<file path="src/rtl/i2c_target.sv">
// rtl/i2c_target.sv - 7-bit I2C target exposing 8 writable and 8 read-only byte registers
// Optional I2C_TARGET_AUTOINC_EN: advance the register pointer after every data byte.
module i2c_target #(
    parameter logic [6:0] ADDR = 7'b010_0000
) (
    input  logic        clk_i,
    input  logic        rst_ni,
    input  logic [63:0] status_i,
    output logic [63:0] regs_o,
    output logic        wr_val_o,
    output logic [3:0]  wr_addr_o,
    input  logic        scl_i,
    input  logic        sda_i,
    output logic        sda_o,
    output logic        sda_t
);

    localparam logic [3:0] ST_IDLE      = 4'd0;
    localparam logic [3:0] ST_ADDR      = 4'd1;
    localparam logic [3:0] ST_ADDR_ACK  = 4'd2;
    localparam logic [3:0] ST_PTR       = 4'd3;
    localparam logic [3:0] ST_PTR_ACK   = 4'd4;
    localparam logic [3:0] ST_WDATA     = 4'd5;
    localparam logic [3:0] ST_WDATA_ACK = 4'd6;
    localparam logic [3:0] ST_RDATA     = 4'd7;
    localparam logic [3:0] ST_RDATA_ACK = 4'd8;
    localparam logic [3:0] ST_IGNORE    = 4'd9;

    logic [1:0] scl_sync, sda_sync;
    logic       scl_q, sda_q;
    logic       scl_s, sda_s;
    logic       scl_rise, scl_fall, start_det, stop_det;

    logic [3:0] state_q;
    logic [3:0] bit_cnt_q;
    logic [7:0] shift_q;
    logic [3:0] ptr_q;
    logic [3:0] ptr_adv;
    logic [7:0] rx_byte;
    logic [7:0] rd_byte;
    logic       last_bit;

    assign sda_o = 1'b0;

    // Bus idles high, so the synchronizers reset to 1 to avoid a false START/STOP.
    always_ff @(posedge clk_i or negedge rst_ni) begin
        if (!rst_ni) begin
            scl_sync <= 2'b11;
            sda_sync <= 2'b11;
            scl_q    <= 1'b1;
            sda_q    <= 1'b1;
        end else begin
            scl_sync <= {scl_sync[0], scl_i};
            sda_sync <= {sda_sync[0], sda_i};
            scl_q    <= scl_sync[1];
            sda_q    <= sda_sync[1];
        end
    end

    assign scl_s     = scl_sync[1];
    assign sda_s     = sda_sync[1];
    assign scl_rise  = scl_s & ~scl_q;
    assign scl_fall  = ~scl_s & scl_q;
    assign start_det = scl_s & scl_q & sda_q & ~sda_s;
    assign stop_det  = scl_s & scl_q & ~sda_q & sda_s;

    assign rx_byte  = {shift_q[6:0], sda_s};
    assign last_bit = (bit_cnt_q == 4'd7);
    assign rd_byte  = ptr_q[3] ? status_i[{ptr_q[2:0], 3'b000} +: 8]
                               : regs_o[{ptr_q[2:0], 3'b000} +: 8];

`ifdef I2C_TARGET_AUTOINC_EN
    assign ptr_adv = ptr_q + 4'd1;
`else
    assign ptr_adv = ptr_q;
`endif

    always_ff @(posedge clk_i or negedge rst_ni) begin
        if (!rst_ni) begin
            state_q   <= ST_IDLE;
            bit_cnt_q <= 4'd0;
            shift_q   <= 8'd0;
            ptr_q     <= 4'd0;
            regs_o    <= 64'd0;
            wr_val_o  <= 1'b0;
            wr_addr_o <= 4'd0;
            sda_t     <= 1'b1;
        end else begin
            wr_val_o <= 1'b0;
            if (start_det) begin
                state_q   <= ST_ADDR;
                bit_cnt_q <= 4'd0;
                sda_t     <= 1'b1;
            end else if (stop_det) begin
                state_q   <= ST_IDLE;
                bit_cnt_q <= 4'd0;
                sda_t     <= 1'b1;
            end else if (scl_rise) begin
                case (state_q)
                    ST_ADDR: begin
                        shift_q   <= rx_byte;
                        bit_cnt_q <= bit_cnt_q + 4'd1;
                        if (last_bit)
                            state_q <= (rx_byte[7:1] == ADDR) ? ST_ADDR_ACK : ST_IGNORE;
                    end
                    ST_PTR: begin
                        shift_q   <= rx_byte;
                        bit_cnt_q <= bit_cnt_q + 4'd1;
                        if (last_bit) begin
                            ptr_q   <= rx_byte[3:0];
                            state_q <= ST_PTR_ACK;
                        end
                    end
                    ST_WDATA: begin
                        shift_q   <= rx_byte;
                        bit_cnt_q <= bit_cnt_q + 4'd1;
                        if (last_bit) begin
                            if (!ptr_q[3]) begin
                                regs_o[{ptr_q[2:0], 3'b000} +: 8] <= rx_byte;
                                wr_val_o  <= 1'b1;
                                wr_addr_o <= ptr_q;
                            end
                            ptr_q   <= ptr_adv;
                            state_q <= ST_WDATA_ACK;
                        end
                    end
                    ST_RDATA: bit_cnt_q <= bit_cnt_q + 4'd1;
                    ST_RDATA_ACK: begin
                        if (sda_s)
                            state_q <= ST_IGNORE;
                    end
                    default: ;
                endcase
            end else if (scl_fall) begin
                case (state_q)
                    // First fall in an ACK state starts the ACK, the second ends it.
                    ST_ADDR_ACK, ST_PTR_ACK, ST_WDATA_ACK: begin
                        if (sda_t) begin
                            sda_t <= 1'b0;
                        end else begin
                            bit_cnt_q <= 4'd0;
                            if (state_q == ST_ADDR_ACK && shift_q[0]) begin
                                shift_q <= rd_byte;
                                sda_t   <= rd_byte[7];
                                ptr_q   <= ptr_adv;
                                state_q <= ST_RDATA;
                            end else begin
                                sda_t   <= 1'b1;
                                state_q <= (state_q == ST_ADDR_ACK) ? ST_PTR : ST_WDATA;
                            end
                        end
                    end
                    ST_RDATA: begin
                        if (bit_cnt_q == 4'd8) begin
                            sda_t     <= 1'b1;
                            bit_cnt_q <= 4'd0;
                            state_q   <= ST_RDATA_ACK;
                        end else begin
                            sda_t   <= shift_q[6];
                            shift_q <= {shift_q[6:0], 1'b0};
                        end
                    end
                    ST_RDATA_ACK: begin
                        shift_q   <= rd_byte;
                        sda_t     <= rd_byte[7];
                        ptr_q     <= ptr_adv;
                        bit_cnt_q <= 4'd0;
                        state_q   <= ST_RDATA;
                    end
                    default: ;
                endcase
            end
        end
    end

endmodule

</file>
<file path="config.mk">
export PLATFORM = sky130hd
export DESIGN_NAME = i2c_target
export DESIGN_NICKNAME = d
export VERILOG_FILES = /design/src/rtl/i2c_target.sv
export SDC_FILE = /design/constraint.sdc
export NUM_CORES = 1
export LEC_CHECK = 0
export BUFFER_PORTS_ARGS = -buffer_cell sky130_fd_sc_hd__buf_2
export CAP_MARGIN = 40
export CORE_UTILIZATION = 50
export CTS_CLUSTER_SIZE = 20
export DETAILED_ROUTE_END_ITERATION = 7
export GPL_TIMING_DRIVEN = 0
export PLACE_DENSITY = 0.73
export REMOVE_ABC_BUFFERS = 1
export SYNTH_ARGS = -nofsm -noshare
export SYNTH_HDL_FRONTEND = slang
export SYNTH_SLANG_ARGS = --single-unit
</file>
<file path="constraint.sdc">
create_clock -name clk_i -period 4.2 [get_ports clk_i]
set_input_delay 0.63 -clock clk_i [delete_from_list [all_inputs] [get_ports clk_i]]
set_output_delay 0.63 -clock clk_i [all_outputs]
set_load 0.02 [all_outputs]
</file>
After elaboration in Yosys (flattened, before gate mapping)
Cells that the tools add are included.
- bits in registers: 94
- input bits: 68
- output and inout port bits: 71
- logic and storage cells: 118
- add/subtract/negate cells: 2
- equal/unequal tests: 24
- shift operators: 4
- mux-type cells: 46
- bitwise logic cells: 14
- reduce and logical (&&, ||, !) cells: 16
- operators with widths (cell ; count):
    $shiftx A64 B7 Y8 ; 2
    $mux W4 ; 18
    $bwmux W64 ; 1
    $shift A8 B8 Y64 const A ; 1
    $shiftx A8 B8 Y64 ; 1
    $mux W7 ; 6
    $ne A5 B5 Y1 const B ; 6
    $pmux W4 S3 ; 2
    $pmux W7 S3 ; 1
    $eq A4 B3 Y1 const B ; 5
    $pmux W4 S4 ; 1
    $mux W1 ; 13
    $reduce_and A5 Y1 ; 2
    $ne A3 B3 Y1 const B ; 3
    $reduce_and A9 Y1 ; 1
    $eq A4 B2 Y1 const B ; 2
    $eq A4 B4 Y1 const B ; 2
    $mux W8 ; 1
    $neg A6 Y8 ; 1
    $reduce_and A8 Y1 ; 1
    $reduce_bool A4 Y1 ; 2
    $and A1 B1 Y1 ; 7
    $eq A7 B6 Y1 const B ; 1
    $ne A7 B1 Y1 const B ; 1
    other kinds (17) ; 25

Longest topological paths before layout
- depth after elaboration: 9
- depth in mapped cells: 9
- gate-level depth less buffers: 7

Worst setup path after synthesis
OpenSTA, ideal clock, no wires.
- path type: register to register
- start point: register ptr_q[0], in the netlist ptr_adv[0]
- end point: register regs_o[32]
- setup time: 0.128 ns
- arrival time: 2.435 ns
- required time: 4.072 ns
- path slack: 1.638 ns
- cell stages (with the launch flop): 9
- buffers on the path: 2
- clock period less this slack: 2.562 ns
- path through: dfrtp_1 buf_2 buf_2 inv_1 ha_1 ha_1 nor3_1 nand4b_4 mux2_1
- longest elaborated chain between the ends: 3
- elaborated cells on any way between the ends: 4
- those cells by class: add/sub (1); shift (2); mux (1)
- ends and longest elaborated chain (what ; line ; source):
    start, declared ; 37 ; logic [3:0] ptr_q;
    start signal, assigned ; 110 ; ptr_q <= rx_byte[3:0];
    start signal, assigned ; 123 ; ptr_q <= ptr_adv;
    start signal, assigned ; 145 ; ptr_q <= ptr_adv;
    $neg A6 Y8 (*) ; 119 ; regs_o[{ptr_q[2:0], 3'b000} +: 8] <= rx_byte;
    $shiftx A8 B8 Y64 or $shift A8 B8 Y64 (tied branches) ; 119 ;
    $bwmux W64 (*) ; 119 ;
    end signal, assigned by index ; 119 ;
    end, declared ; 9 ; output logic [63:0] regs_o,
Mark *: on every way between the ends. The rest lies on a longest branch, timed or not.
A chain may end at the register's enable or synchronous reset.

Final worst setup path
- start point: register scl_sync[1]
- end point: register regs_o[40]
- longest elaborated chain between the ends: 5
- elaborated cells on any way between the ends: 9
- those cells by class: bitwise (8); reduce/logical (1)
- ends and longest elaborated chain (what ; line ; source):
    start, declared ; 29 ; logic [1:0] scl_sync, sda_sync;
    start signal, assigned ; 53 ; scl_sync <= {scl_sync[0], scl_i};
    $and A1 B1 Y1 ; 64, 65 ;
    $and A1 B1 Y1, on equally long branches (2 in series) ; 65, 64 ;
    $not A1 Y1 (no line) ; - ;
    $reduce_and A6 Y1 (no line) (*) ; - ;
Marked as above.

==> results.cfg <==
[status]
outcome = completed

[die]
core_mm2 = 0.0104
dieArea_mm2 = 0.0113
ios = 139
start_util_pct = 52.0
die_x_um = 106
placementRows = 37
die_h_um = 106

[logic_synthesis]
yosysWarnings = 0
ys_top_cells_by_area = dfrtp_1 (40%), mux4_2 (12%), mux2_1 (11%)
synth_cell_type_count = 67
synth_edf_count = 0
netlist_area_mm2 = 0.00542
yosysMostFrequentCell = dfrtp_1
netlist_top_cells_count = dfrtp_1 (87), mux2_1 (52), mux4_2 (30)
postSynthAreaPerCell_um2 = 14.1
synth_largest_area_cell = dfrtp_1
ys.flop_type = dfrtp_1
synth_top_cell_area_share_pct = 40.2
ys_seq_area_share_pct = 43.6
ys_async_sr_fraction_pct = 100
synth_seq_cells = 94
syn_inst = 385

[pwr]
p_switching_uw = 547
clock_power_share_pct = 32.8
ir_drop_mv = 0.218
swShare_pct = 30.0
combPwrFrac_pct = 12.1
p_leak_nw = 3.27
powerDensity_mw_per_mm2 = 287
seqPwrFrac_pct = 55.0
p_int_mw = 1.27

[hold_path]
hold_path_class = input pin to async pin

[layout]
nFillCells = 859
design_area_mm2 = 0.00634
final_net_count = 580
antenna_cells = 0
drive_above_1_share_pct = 46.7
area_growth_pct = 17.0

[worst_setup_path]
arrival_ns = 3.77
critPathLaunchType = register
r2r_slack_ns = 0.71
crit_fanout = 22
crit_required_ns = 4.47
timing_worst_setup_path_type = register to register
cp-end-kind = register
worstRegToRegCells = 6

[clocking]
postCtsHoldBufs = 0
post-cts-setup-buffers = 0
cts_resized = 0
cts_made_buffers = 9
cts.reportedPaths.clkPinSlew_ns = 0.10
cts_sinks = 94
clk_latency_ns = 0.39
clockBufferDepth = 2
htree_num_levels = 3
root_buffer = clkbuf_8
cts_tree = done

[route]
via_per_inst = 5.99
ant_nets = 0
wire_per_inst_um = 20.4
routed_wl_um = 13200
drc = 0
drtIter0Drc = 244
dr.pass1.iters = 6
vias = 3870

[global_route]
grt_pass1_vias = 3911
antenna_found_initial = 0
use_met1_pct = 34.9
grt_usage_pct = 25.2
grt_max_degree = 70
overflow = 0
use_met2_pct = 39.5
grtUsageMet3_pct = 4.97
grt_pass1_wl_um = 21300
top_usage_layer = met2

[timing]
fin_setup_tns_ns = 0
fmax_mhz = 286
hold_ws_ns = 0.157
rsz0062_at_grt = false
drv_slew = 0
slew-limit-headroom_pct = 40.3
clock_skew_ns = 0.0111
period_minus_slack_ns = 3.49
finalSetupViolCount = 0
post-route-period-util_pct = 83.1
hold_viol_final = 0
worst_pin_slew_ns = 0.889

[placed_design]
gp_congestion = 0.871
portBuffers = 136
hpwl_um = 9200
place_area_mm2 = 0.00615

[run]
maxCapViolCount = 0
==> layer usage <==
layer | vias to the layer above | routed length [µm]
li1 | 1733 | -
met1 | 1964 | 5840
met2 | 145 | 6260
met3 | 28 | 761
met4 | 0 | 341
met5 | - | 0
==> registers in the layout (all words and copies together) (netlist names) <==
register	count
ptr_adv	4
regs_o	64
scl_sync	2
sda_t	1
sda_q	1
scl_q	1
bit_cnt_q	4
wr_val_o	1
wr_addr_o	3
sda_sync	2
state_q	4
shift_q	7
==> critical path, cell delays in order (launching register included) <==
cell	delay, ns
dfstp_2	0.56
ha_1	0.64
a21boi_1	0.45
nand4_2	0.32
inv_2	0.36
and4b_1	0.63
mux2_2	0.41
==> metrics by stage <==
step | std cells | power [mW] | util, % | setup WS [ns]
after detailed placement | 630 | 1.24 | 59.0 | 0.717
after global routing | 646 | 1.90 | 60.8 | 0.473
after floorplan | 356 | 1.13 | - | 1.13
after CTS | 646 | 1.82 | 60.8 | 0.724
final | 646 | 1.82 | 60.8 | 0.708
after global placement | 628 | 1.22 | 58.5 | 0.512
==> power groups by stage <==
stage	Clock (mW)	Combinational, mW	Sequential (mW)
final	0.598	0.221	1.00
after detailed placement	0	0.220	1.02
after CTS	0.602	0.222	1.00
after global placement	0	0.210	1.01
after floorplan	0	0.133	1.00
after global routing	0.642	0.247	1.01
==> worst paths after layout <==
path | startpoint | to
setup / recovery | scl_sync[1] | regs_o[40]
hold / removal | rst_ni | bit_cnt_q[0]
setup reg to reg | scl_sync[1] | regs_o[40]
hold reg to reg | sda_sync[0] | sda_sync[1]
max in group asynchronous | rst_ni | ptr_adv[3]
min in group clk_i | scl_i | scl_sync[0]
==> cells by family (layout without fill, tap and decap cells) <==
kind of cell / Yosys count / in the layout / synth area share [%]
compound gates: 49 / 49 / 7.16
xor+xnor: 2 / 2 / 0.324
fa+ha+maj: 7 / 7 / 1.62
buf+inv: 43 / 167 / 4.16
flops: 94 / 94 / 43.6
mux: 121 / 121 / 33.8
other cells: 1 / 2 / 0.0692
simple gates: 68 / 68 / 9.29
==> area by class of cell <==
type                       count  area, µm²  share of cell area (%)
timing repair buffer         138        731                    11.5
multi-input combinational    249       2830                    44.7
inverter                      13       48.8                   0.770
clock buffer                  10        138                    2.17
tap                          136        170                    2.69
sequential                    94       2360                    37.3
clock inverter                 6       52.6                   0.829
==> cell usage in the layout, fill, tap and decap left out, types with 10 or more instances in the layout <==
cell,netlist,routed
buf_2,4,135
mux4_2,30,30
nand2_1,11,11
clkbuf_8,0,10
o21ai_0,12,12
mux2_2,25,25
inv_1,11,11
dfrtp_1,87,85
mux2_1,52,52
Power figures use the tool's default switching activity.
